===== config.mk =====
export PLATFORM = sky130hd
export DESIGN_NAME = lp_arith_arbiter_flat
export DESIGN_NICKNAME = d
export VERILOG_FILES = /design/src/rtl/lp_arith_arbiter_if.sv /design/src/rtl/lp_arith_arbiter.sv /design/src/flat_wrapper.sv
export SDC_FILE = /design/constraint.sdc
export NUM_CORES = 1
export LEC_CHECK = 0
export BUFFER_PORTS_ARGS = -buffer_cell sky130_fd_sc_hd__buf_4
export CELL_PAD_IN_SITES_DETAIL_PLACEMENT = 1
export CELL_PAD_IN_SITES_GLOBAL_PLACEMENT = 1
export CORE_ASPECT_RATIO = 0.7
export CORE_UTILIZATION = 34
export DETAILED_ROUTE_END_ITERATION = 16
export PLACE_DENSITY_LB_ADDON = 0.05
export RECOVER_POWER = 50
export SLEW_MARGIN = 20
export SYNTH_ARGS = -nofsm -noshare
export SYNTH_HDL_FRONTEND = slang
export SYNTH_SLANG_ARGS = --single-unit

===== constraint.sdc =====
create_clock -name clk -period 4.3 [get_ports clk]
set_clock_uncertainty 0.2 [all_clocks]
set_input_delay 0.645 -clock clk [delete_from_list [all_inputs] [get_ports clk]]
set_output_delay 0.645 -clock clk [all_outputs]
set_load 0.05 [all_outputs]

===== src/rtl/lp_arith_arbiter_if.sv =====
// lp_arith_arbiter_if: requester, response and arithmetic-unit signals of the arbiter
interface lp_arith_arbiter_if #(parameter int WIDTH = 8);
  logic               req0_valid, req0_ready, rsp0_valid, rsp0_ready;
  logic [WIDTH-1:0]   req0_a, req0_b;
  logic [1:0]         req0_op;
  logic [2*WIDTH-1:0] rsp0_data;
  logic               req1_valid, req1_ready, rsp1_valid, rsp1_ready;
  logic [WIDTH-1:0]   req1_a, req1_b;
  logic [1:0]         req1_op;
  logic [2*WIDTH-1:0] rsp1_data;
  logic [WIDTH-1:0]   alu_a, alu_b;
  logic [1:0]         alu_op;
  logic [2*WIDTH-1:0] alu_result;
  logic               busy;
  modport slave (
    input  req0_valid, req0_a, req0_b, req0_op, rsp0_ready,
    input  req1_valid, req1_a, req1_b, req1_op, rsp1_ready, alu_result,
    output req0_ready, rsp0_valid, rsp0_data, req1_ready, rsp1_valid, rsp1_data,
    output alu_a, alu_b, alu_op, busy
  );
  modport master (
    output req0_valid, req0_a, req0_b, req0_op, rsp0_ready,
    output req1_valid, req1_a, req1_b, req1_op, rsp1_ready, alu_result,
    input  req0_ready, rsp0_valid, rsp0_data, req1_ready, rsp1_valid, rsp1_data,
    input  alu_a, alu_b, alu_op, busy
  );
endinterface


===== src/rtl/lp_arith_arbiter.sv =====
// lp_arith_arbiter: two-requester round-robin sequencer for a gated combinational arithmetic unit
module lp_arith_arbiter #(parameter int WIDTH = 8) (
  input logic clk,
  input logic rst_n,
  lp_arith_arbiter_if.slave bus
);
  typedef enum logic [1:0] {IDLE, ISSUE, RESP} state_t;
  state_t             state;
  logic               rr_ptr, g, winner, any_valid, rsp_ready_g;
  logic [1:0]         rsp_valid;
  logic [2*WIDTH-1:0] result;
  logic [WIDTH-1:0]   sel_a, sel_b;
  logic [1:0]         sel_op;
  // winner selection and operand mux; rr_ptr only matters when both requesters contend
  always_comb begin
    any_valid   = bus.req0_valid | bus.req1_valid;
    winner      = (bus.req0_valid & bus.req1_valid) ? rr_ptr : bus.req1_valid;
    sel_a       = winner ? bus.req1_a : bus.req0_a;
    sel_b       = winner ? bus.req1_b : bus.req0_b;
    sel_op      = winner ? bus.req1_op : bus.req0_op;
    rsp_ready_g = g ? bus.rsp1_ready : bus.rsp0_ready;
  end
  assign bus.req0_ready = (state == IDLE) && any_valid && !winner;
  assign bus.req1_ready = (state == IDLE) && any_valid && winner;
  assign bus.rsp0_valid = rsp_valid[0];
  assign bus.rsp1_valid = rsp_valid[1];
  assign bus.rsp0_data  = result;
  assign bus.rsp1_data  = result;
  assign bus.busy       = state != IDLE;
  // sequencer: operands reach the unit only for the single ISSUE cycle, gated otherwise
  always_ff @(posedge clk or negedge rst_n) begin
    if (!rst_n) begin
      state     <= IDLE;
      rr_ptr    <= 1'b0;
      g         <= 1'b0;
      rsp_valid <= 2'b00;
      result    <= '0;
      bus.alu_a  <= '0;
      bus.alu_b  <= '0;
      bus.alu_op <= 2'b11;
    end else begin
      case (state)
        IDLE: if (any_valid) begin
          g          <= winner;
          bus.alu_a  <= (sel_op == 2'b11) ? '0 : sel_a;
          bus.alu_b  <= (sel_op == 2'b11) ? '0 : sel_b;
          bus.alu_op <= sel_op;
          state      <= ISSUE;
        end
        ISSUE: begin
          result     <= (bus.alu_op == 2'b11) ? '0 : bus.alu_result;
          bus.alu_a  <= '0;
          bus.alu_b  <= '0;
          bus.alu_op <= 2'b11;
          rsp_valid  <= g ? 2'b10 : 2'b01;
          state      <= RESP;
        end
        RESP: if (rsp_ready_g) begin
          rsp_valid <= 2'b00;
          rr_ptr    <= ~g;
          state     <= IDLE;
        end
        default: state <= IDLE;
      endcase
    end
  end
endmodule


===== src/flat_wrapper.sv =====
// flat-port wrapper written by rule: the top's interface ports become plain ports
module lp_arith_arbiter_flat 
#(parameter int WIDTH = 8)
  (clk, rst_n, bus_req0_valid, bus_req0_a, bus_req0_b, bus_req0_op, bus_rsp0_ready, bus_req1_valid, bus_req1_a, bus_req1_b, bus_req1_op, bus_rsp1_ready, bus_alu_result, bus_req0_ready, bus_rsp0_valid, bus_rsp0_data, bus_req1_ready, bus_rsp1_valid, bus_rsp1_data, bus_alu_a, bus_alu_b, bus_alu_op, bus_busy);
  lp_arith_arbiter_if #(.WIDTH(WIDTH)) bus_i ();
  input logic clk;
  input logic rst_n;
  input wire logic [$bits(bus_i.req0_valid)-1:0] bus_req0_valid;
  input wire logic [$bits(bus_i.req0_a)-1:0] bus_req0_a;
  input wire logic [$bits(bus_i.req0_b)-1:0] bus_req0_b;
  input wire logic [$bits(bus_i.req0_op)-1:0] bus_req0_op;
  input wire logic [$bits(bus_i.rsp0_ready)-1:0] bus_rsp0_ready;
  input wire logic [$bits(bus_i.req1_valid)-1:0] bus_req1_valid;
  input wire logic [$bits(bus_i.req1_a)-1:0] bus_req1_a;
  input wire logic [$bits(bus_i.req1_b)-1:0] bus_req1_b;
  input wire logic [$bits(bus_i.req1_op)-1:0] bus_req1_op;
  input wire logic [$bits(bus_i.rsp1_ready)-1:0] bus_rsp1_ready;
  input wire logic [$bits(bus_i.alu_result)-1:0] bus_alu_result;
  output wire logic [$bits(bus_i.req0_ready)-1:0] bus_req0_ready;
  output wire logic [$bits(bus_i.rsp0_valid)-1:0] bus_rsp0_valid;
  output wire logic [$bits(bus_i.rsp0_data)-1:0] bus_rsp0_data;
  output wire logic [$bits(bus_i.req1_ready)-1:0] bus_req1_ready;
  output wire logic [$bits(bus_i.rsp1_valid)-1:0] bus_rsp1_valid;
  output wire logic [$bits(bus_i.rsp1_data)-1:0] bus_rsp1_data;
  output wire logic [$bits(bus_i.alu_a)-1:0] bus_alu_a;
  output wire logic [$bits(bus_i.alu_b)-1:0] bus_alu_b;
  output wire logic [$bits(bus_i.alu_op)-1:0] bus_alu_op;
  output wire logic [$bits(bus_i.busy)-1:0] bus_busy;
  assign bus_i.req0_valid = bus_req0_valid;
  assign bus_i.req0_a = bus_req0_a;
  assign bus_i.req0_b = bus_req0_b;
  assign bus_i.req0_op = bus_req0_op;
  assign bus_i.rsp0_ready = bus_rsp0_ready;
  assign bus_i.req1_valid = bus_req1_valid;
  assign bus_i.req1_a = bus_req1_a;
  assign bus_i.req1_b = bus_req1_b;
  assign bus_i.req1_op = bus_req1_op;
  assign bus_i.rsp1_ready = bus_rsp1_ready;
  assign bus_i.alu_result = bus_alu_result;
  assign bus_req0_ready = bus_i.req0_ready;
  assign bus_rsp0_valid = bus_i.rsp0_valid;
  assign bus_rsp0_data = bus_i.rsp0_data;
  assign bus_req1_ready = bus_i.req1_ready;
  assign bus_rsp1_valid = bus_i.rsp1_valid;
  assign bus_rsp1_data = bus_i.rsp1_data;
  assign bus_alu_a = bus_i.alu_a;
  assign bus_alu_b = bus_i.alu_b;
  assign bus_alu_op = bus_i.alu_op;
  assign bus_busy = bus_i.busy;
  lp_arith_arbiter #(.WIDTH(WIDTH)) u_core (.clk(clk), .rst_n(rst_n), .bus(bus_i));
endmodule

# After elaboration in Yosys (flattened, before gate mapping)

Index checks and enable logic that the tools add are counted.

Flip-flop bits (word level): 40
Latch bits: 0
RAM bits: 0
Bits in read-only memories: 0
Bits of input ports: 58
Output and inout port bits: 55
Word-level logic and storage cells: 49
Memories kept: 0

Add/sub/neg operators: 0
$mul: 0
Divide/modulo/power cells: 0
Magnitude comparators: 0
Equality and inequality tests: 6
Shift-type cells: 0
Mux-type cells: 19
Bitwise operators: 3
Reductions and logical operators: 13

Operator list:

| kind               | number |
|---|---|
| $mux 8             | 6 |
| $pmux 8 s2         | 2 |
| $mux 16            | 1 |
| $mux 2             | 5 |
| $reduce_and 2->1   | 5 |
| $pmux 2 s2         | 2 |
| $eq 2x2->1 const B | 3 |
| $pmux 2 s3         | 1 |
| $reduce_bool 2->1  | 3 |
| $ne 2x1->1 const B | 2 |
| $logic_and 1x1->1  | 3 |
| $eq 2x1->1 const B | 1 |
| $logic_not 2->1    | 1 |
| $mux 1             | 2 |
| $and 1x1->1        | 1 |
| $logic_not 1->1    | 1 |
| $not 1->1          | 1 |
| $or 1x1->1         | 1 |

# Longest topological paths before layout

Gate-level depths: netlist (run 1).

Depth after elaboration: 7
Depth in mapped cells: 7
Gate-level depth less buffers: 5

# Least setup slack after synthesis (run 1)

No wires, ideal clock.

Path type: input to output
From: in bus_req1_valid
To: out bus_req0_ready
Arrival: 2.178 ns
Required time: 3.455 ns
Slack: 1.277 ns
Stages on the path: 6
Path buffers: 3
Path through: clkbuf_1 > nor2_1 > or2_1 > buf_4 > buf_6 > a21oi_1

Word-level cells in the longest chain between the ends: 4
Elaborated cells between the ends (all ways): 6
Classes of those cells: 1 x mux; 2 x bitwise; 3 x reduce/logical

RTL lines:

| what                | RTL line               | source |
|---|---|---|
| start, declared     | flat_wrapper.sv:13     | `input wire logic [$bits(bus_i.req1_valid)-1:0] bus_req1_valid;` |
| $and 1x1->1         | lp_arith_arbiter.sv:17 | `winner = (bus.req0_valid & bus.req1_valid) ? rr_ptr : bus.req1_valid;` |
| $mux 1              | lp_arith_arbiter.sv:17 |  |
| $logic_not 1->1     | lp_arith_arbiter.sv:23 | `assign bus.req0_ready = (state == IDLE) && any_valid && !winner;` |
| $logic_and 1x1->1 * | lp_arith_arbiter.sv:23 |  |
| end, declared       | flat_wrapper.sv:19     | `output wire logic [$bits(bus_i.req0_ready)-1:0] bus_req0_ready;` |

Mark *: on every way between the ends. The rest lies on a longest branch, timed or not.

# Worst setup path in the final report (run 1)

From: in bus_req0_valid
To: out bus_req1_ready

Word-level cells in the longest chain between the ends: 3
Elaborated cells between the ends (all ways): 5
Classes of those cells: 1 x mux; 2 x bitwise; 2 x reduce/logical

RTL lines:

| what                                        | RTL line                                       | source |
|---|---|---|
| start, declared                             | flat_wrapper.sv:8                              | `input wire logic [$bits(bus_i.req0_valid)-1:0] bus_req0_valid;` |
| $and 1x1->1 or $or 1x1->1 (tied branches)   | lp_arith_arbiter.sv:17, lp_arith_arbiter.sv:16 |  |
| $mux 1 or $logic_and 1x1->1 (tied branches) | lp_arith_arbiter.sv:17, lp_arith_arbiter.sv:24 |  |
| $logic_and 1x1->1 *                         | lp_arith_arbiter.sv:24                         | `assign bus.req1_ready = (state == IDLE) && any_valid && winner;` |
| end, declared                               | flat_wrapper.sv:22                             | `output wire logic [$bits(bus_i.req1_ready)-1:0] bus_req1_ready;` |

Marked as above.

==> impl_metrics.toml, run 1 <==
[drt]
route.detailed.wl_per_inst_um = 17.1
vias_per_cell = 5.27
drt_pass1_iterations = 4
drc = 0
first_iter_violations = 78
postRouteAntennaNets = 0
dr_total_vias = 1856
wirelength_mm = 6.02

[floorplan]
num_io_pins = 113
die_area_sq_um = 6120
rows = 22
core_region_area_sq_um = 5420
die_w_um = 93.1
die_y_um = 65.8
start_util_pct = 36.4

[global_route]
grt_pass1_vias = 1834
gr-usage-met2_pct = 31.5
busiest_layer = "met2"
grt-ovfl-total = 0
grt_pass1_wl_mm = 9.41
use_met3_pct = 4.75
use_met1_pct = 28.0
grt_usage_pct = 20.0
antenna_found_initial = 0
grt_max_degree = 41

[logic_synthesis]
synth_cell_types = 28
syn_area_per_cell_sq_um = 10.4
ys_seq_area_share_pct = 50.8
synth_nets = 248
synth_seq_cells = 40
synth_warnings = 0
synthCells = 190
syn_area_sq_um = 1970

[timing]
timing.slew.headroom_pct = -41.0
finalSetupTns_ns = 0
rsz0062_at_grt = "no"
max_slew.worst_pin.slew_ns = 2.12
hold_viol_final = 0
clock.fmax_ghz = 0.347
finalCritPeriodShare_pct = 66.9
setup_viol = 0
drv_slew = 79
min_period_ns = 2.88

[setup_path]
criticalPathCategory = "in2out"
cp.required_ns = 3.45
cp-start-kind = "input port"
arrival_ns = 2.03
worstSetupEndpointType = "output port"
rrSetupSlack_ns = 1.69
crit_path_max_fanout = 19

[cells_and_area]
fillers = 652
multi_input_area_sq_um = 749
diodes = 0
drive_gt1_share_pct = 36.1
seq_area_sq_um = 1000
nets = 337
area_growth_pct = 37.1
finalNonFillerCells = 352
final_common_cell = "buf_4"
final_cell_mix = "89 x buf_4, 38 x dfrtp_1, 26 x clkbuf_1"

[flow_run]
drv_cap = 2

[pwr]
peakVddDrop_uv = 559
power_density_nw_per_um2 = 951
p_leak_nw = 1.29

[clock_network]
cts_tree = "yes"
cts_hold_buf = 0
clock_sinks = 40
post_cts_resized = 0
clkLatencyLatePin_ns = 0.28
cts-root-buf = "clkbuf_8"
cts_buffers = 5
cts_htree_levels = 2
post_cts_buffers = 0
clockBufferDepth = 2
clk_pin_slew_ns = 0.07

[place]
place_congestion = 0.757
place_hpwl_mm = 4.42
dp_cells = 344
io_buffers = 112

[run_status]
violations = "capacitance limit, slew limit"
status = "finished, violations left"

[hold_path]
hold_class = "reg2reg"
[cell usage after synthesis, drive strengths merged]
cell	count	area, sq um
a21o	1	7.51
a21oi	8	43.8
a221oi	1	8.76
a22o	16	140
a31oi	16	100
and4	16	140
buf	26	191
clkbuf	6	22.5
dfrtp	38	951
dfstp	2	52.6
inv	2	7.50
mux2i	3	30.0
nand2	9	36.3
nand2b	2	12.5
nand3	17	85.1
nand3b	1	7.51
nor2	2	7.51
nor2b	2	12.5
nor3	1	5.00
nor3b	2	15.0
o21ai	17	85.1
or2	2	12.5
[flip-flops by register name, summed over array words and instances, names as in the netlist]
name / count
u_core.rsp_valid: 2
u_core.bus.alu_a: 8
u_core.bus.rsp0_data: 16
u_core.rr_ptr: 1
u_core.bus.alu_op: 2
u_core.bus.alu_b: 8
u_core.state: 2
u_core.g: 1
[through the flow]
| step | setup slack, ns | hold WS [ns] | cell area [sq um] | power [mW] | util [%] |
|---|---|---|---|---|---|
| after global routing | 1.23 | 0.349 | 2710 | 2.71 | 49.9 |
| after detailed placement | 1.47 | 0.300 | 2710 | 2.41 | 49.9 |
| after floorplan | 1.28 | 0.149 | 1970 | 2.01 | - |
| after global placement | 1.53 | 0.286 | 2710 | 2.38 | 49.9 |
| after CTS | 1.46 | 0.138 | 2800 | 2.67 | 51.6 |
| final | 1.42 | 0.312 | 2710 | 2.57 | 49.9 |
[worst max-delay path, stage by stage]
cell and delay [ns]:
buf_4 0.12, nand2b_1 0.40, nand2_2 0.39, nor2_1 0.25
buf_4 0.23
[cell type report]
class | instances | area share [%]
tap | 72 | 3.33
inverter | 2 | 0.277
clock buffer | 7 | 3.19
timing repair buffer | 114 | 28.2
multi-input combinational | 116 | 27.7
clock inverter | 1 | 0.277
sequential | 40 | 37.1
[path summary, 6_finish.rpt]
kind / startpoint / endpoint / depth (start not counted)
max in group asynchronous: rst_n / u_core.bus.alu_a[0] / 1
setup reg to reg: u_core.state[1] / u_core.rsp_valid[0] / 4
setup / recovery: bus_req0_valid / bus_req1_ready / 5
hold reg to reg: u_core.bus.alu_a[3] / u_core.bus.alu_a[3] / 2
hold / removal: u_core.bus.alu_a[3] / u_core.bus.alu_a[3] / 2
min in group asynchronous: rst_n / u_core.bus.rsp0_data[10] / 1
[per-layer routing]
layer	up-vias	wire length, um
met5	-	0
met1	922	2920
met2	59	2760
met3	4	296
met4	0	35
li1	871	-
[where the power goes]
group	internal, mW	switching [mW]	leakage, nW
registers	0.550	0.136	0.510
logic	0.431	1.20	0.739
clock network	0.130	0.126	0.0445
[logic make-up (layout without fill, tap and decap cells)]
family	count (synthesis)	after routing	synth area share, %
AO/OA/AOI/OAI	59	59	19.5
buffers and inverters	34	124	11.2
flip-flops	40	40	50.8
multiplexers	3	3	1.52
AND/OR/NAND/NOR	54	54	16.9
Power figures use the tool's default switching activity.
==> inputs of run 2 (changes only) <==
- ABC_AREA: default -> 1
- CORE_UTILIZATION: 34 -> 27
- clock period: 4.3 -> 2.45 ns (I/O delays scaled with it)
==> run 2 against run 1 <==
The flow now finishes without violations; critical path type is now reg2out; synthesized area up 5.9%; clock power rose by 110%; worst setup slack got worse by 1.2 ns; sequential power is 64% higher.
==> impl_metrics.toml, run 2 <==
[clock_network]
clk_pin_slew_ns = 0.08
clock_sinks = 40
cts_hold_buf = 1
post_cts_resized = 0
post_cts_buffers = 0
cts-root-buf = "clkbuf_8"
cts_buffers = 5
cts_tree = "yes"
clkLatencyLatePin_ns = 0.29
clockBufferDepth = 2
cts_htree_levels = 2

[global_route]
grt_pass1_wl_mm = 9.11
grt_max_degree = 41
grt_usage_pct = 14.8
grt-ovfl-total = 0
grt_pass1_vias = 1896
antenna_found_initial = 0

[timing]
min_period_ns = 2.19
hold_viol_final = 0
finalSetupTns_ns = 0
timing.slew.headroom_pct = 30.0
clock.fmax_ghz = 0.457
max_slew.worst_pin.slew_ns = 1.05
holdWs_ns = 0.125
drv_slew = 0
finalCritPeriodShare_pct = 89.4
rsz0062_at_grt = "no"
setup_viol = 0
worst_slack_ns = 0.260

[place]
io_buffers = 112
dpl_cell_area_sq_um = 2890
dp_cells = 472
place_ws_ns = 0.589
place_hpwl_mm = 4.18
place_congestion = 0.688

[drt]
drt_pass1_iterations = 4
postRouteAntennaNets = 0
vias_per_cell = 4.12
drc = 0
first_iter_violations = 55
wirelength_mm = 5.74
route.detailed.wl_per_inst_um = 11.9
dr_total_vias = 1984

[cells_and_area]
diodes = 0
largest_reg_flops = 16
seq_area_sq_um = 1000
drive_gt1_share_pct = 29.0
finalNonFillerCells = 481
final_area_sq_um = 2920
final_common_cell = "nand2_1"
multi_input_area_sq_um = 818
area_growth_pct = 39.7
fillers = 937
nets = 440
final_cell_mix = "125 x nand2_1, 91 x buf_4, 40 x nor2_1"

[logic_synthesis]
ys_seq_area_share_pct = 48.0
synth_top_cell_by_area = "dfrtp_1"
ys_top_cells_by_area = "dfrtp_1 45%, nand2_1 22%, nor2_1 7.2%"
synth_edf_count = 0
synthCells = 286
syn_area_per_cell_sq_um = 7.31
synth_cell_types = 20
synth-async-reset-ratio_pct = 100
synth_warnings = 0
synth_seq_cells = 40
syn_area_sq_um = 2090
yosysTopAreaCellShare_pct = 45.5
yosysMostFrequentCell = "nand2_1"
synth-main-ff-cell = "dfrtp_1"
synth_nets = 344
yosys-top-cells-count = "125 x nand2_1, 40 x nor2_1, 38 x dfrtp_1, 19 x inv_1"

[floorplan]
die_y_um = 75.6
start_util_pct = 28.3
rows = 26
core_region_area_sq_um = 7380
die_w_um = 107
num_io_pins = 113
die_area_sq_um = 8110

[setup_path]
cp_num_buf_inv = 3
criticalPathCategory = "reg2out"
cp.required_ns = 1.88
crit_path_max_fanout = 19
max_stage_delay_ns = 0.42
path_delay_family = "flip-flops"
worstSetupEndpointType = "output port"
slowest_stage = "dfrtp_1"
cp-start-kind = "flop"
worstPathCellList = "nor2_2 -> inv_1 -> nor2_8 -> inv_4 -> a21oi_1 -> buf_4"
arrival_ns = 1.62

[pwr]
clkPwrFrac_pct = 12.4
combPwrFrac_pct = 61.7
p_int_mw = 1.90
p_sw_mw = 2.46
power_density_nw_per_um2 = 1490
p_seq_share_pct = 25.9
sw_frac_of_total_pct = 56.5
p_leak_nw = 1.64
peakVddDrop_uv = 503

[run_status]
status = "finished clean"

[hold_path]
hold_class = "in2reg"

[flow_run]
drv_cap = 0
==> run 2: cell count changes after synthesis, sizes merged, moves of 3 or more <==
cell    delta
a21oi      -7
buf        -3
a22o      -16
clkbuf     -3
mux2i      -3
a31oi     -16
nand3     -12
nand2    +121
inv       +20
and4      -16
nor2      +41
==> run 2: cell families after synthesis <==
group	share of synthesized area, %
AO/OA/AOI/OAI	5.03
buffers and inverters	12.9
AND/OR/NAND/NOR	34.1
flip-flops	48.0
==> run 2: per-stage QoR <==
stage | util [%] | power (mW)
finish | 39.5 | 4.36
global route | 39.5 | 4.67
CTS | 40.7 | 4.57
detailed placement | 39.1 | 4.00
global placement | 39.1 | 3.98
floorplan | - | 3.28
==> run 2: power groups by stage <==
stage	Clock [mW]	Sequential (mW)	Combinational [mW]
floorplan	0	1.94	1.35
global placement	0	1.14	2.84
detailed placement	0	1.14	2.86
CTS	0.564	1.14	2.87
global route	0.587	1.17	2.92
finish	0.541	1.13	2.69
==> run 2: layer usage <==
metal  part of all wire (%)  vias to the layer above  GRT usage (%)
met3                    7.5                        5           4.70
met2                     43                       58           22.5
met1                     48                      893           20.4
met4                    1.0                        0           4.57
li1                       -                     1028              -
met5                      0                        -              0
==> run 2: cell type report <==
cell class | count | share of cell area (%)
clock inverters | 2 | 1.20
repair buffers | 115 | 26.7
multi-input cells | 198 | 28.0
clock buffers | 6 | 2.49
inverters | 22 | 3.00
flip-flops and latches | 40 | 34.4
well taps | 98 | 4.20
==> run 2: worst paths after layout <==
path / startpoint / end / slack [ns] / depth (start not counted)
max in group asynchronous: rst_n / u_core.bus.alu_b[1] / 0.81 / 2
worst max register to register: u_core.state[1] / u_core.bus.rsp0_data[1] / 0.43 / 4
worst min register to register: u_core.bus.alu_b[1] / u_core.bus.alu_b[1] / 0.29 / 2
worst min-delay path: bus_alu_result[6] / u_core.bus.rsp0_data[6] / 0.13 / 3
min in group asynchronous: rst_n / u_core.bus.alu_a[2] / 0.59 / 2
worst max-delay path: u_core.state[0] / bus_req0_ready / 0.26 / 6
==> run 2: worst reg2reg max path: stages, from the launching register on <==
cell	delay [ns]
dfrtp_1	0.37
inv_1	0.08
nand2_2	0.16
clkbuf_1	0.81
o21ai_0	0.24
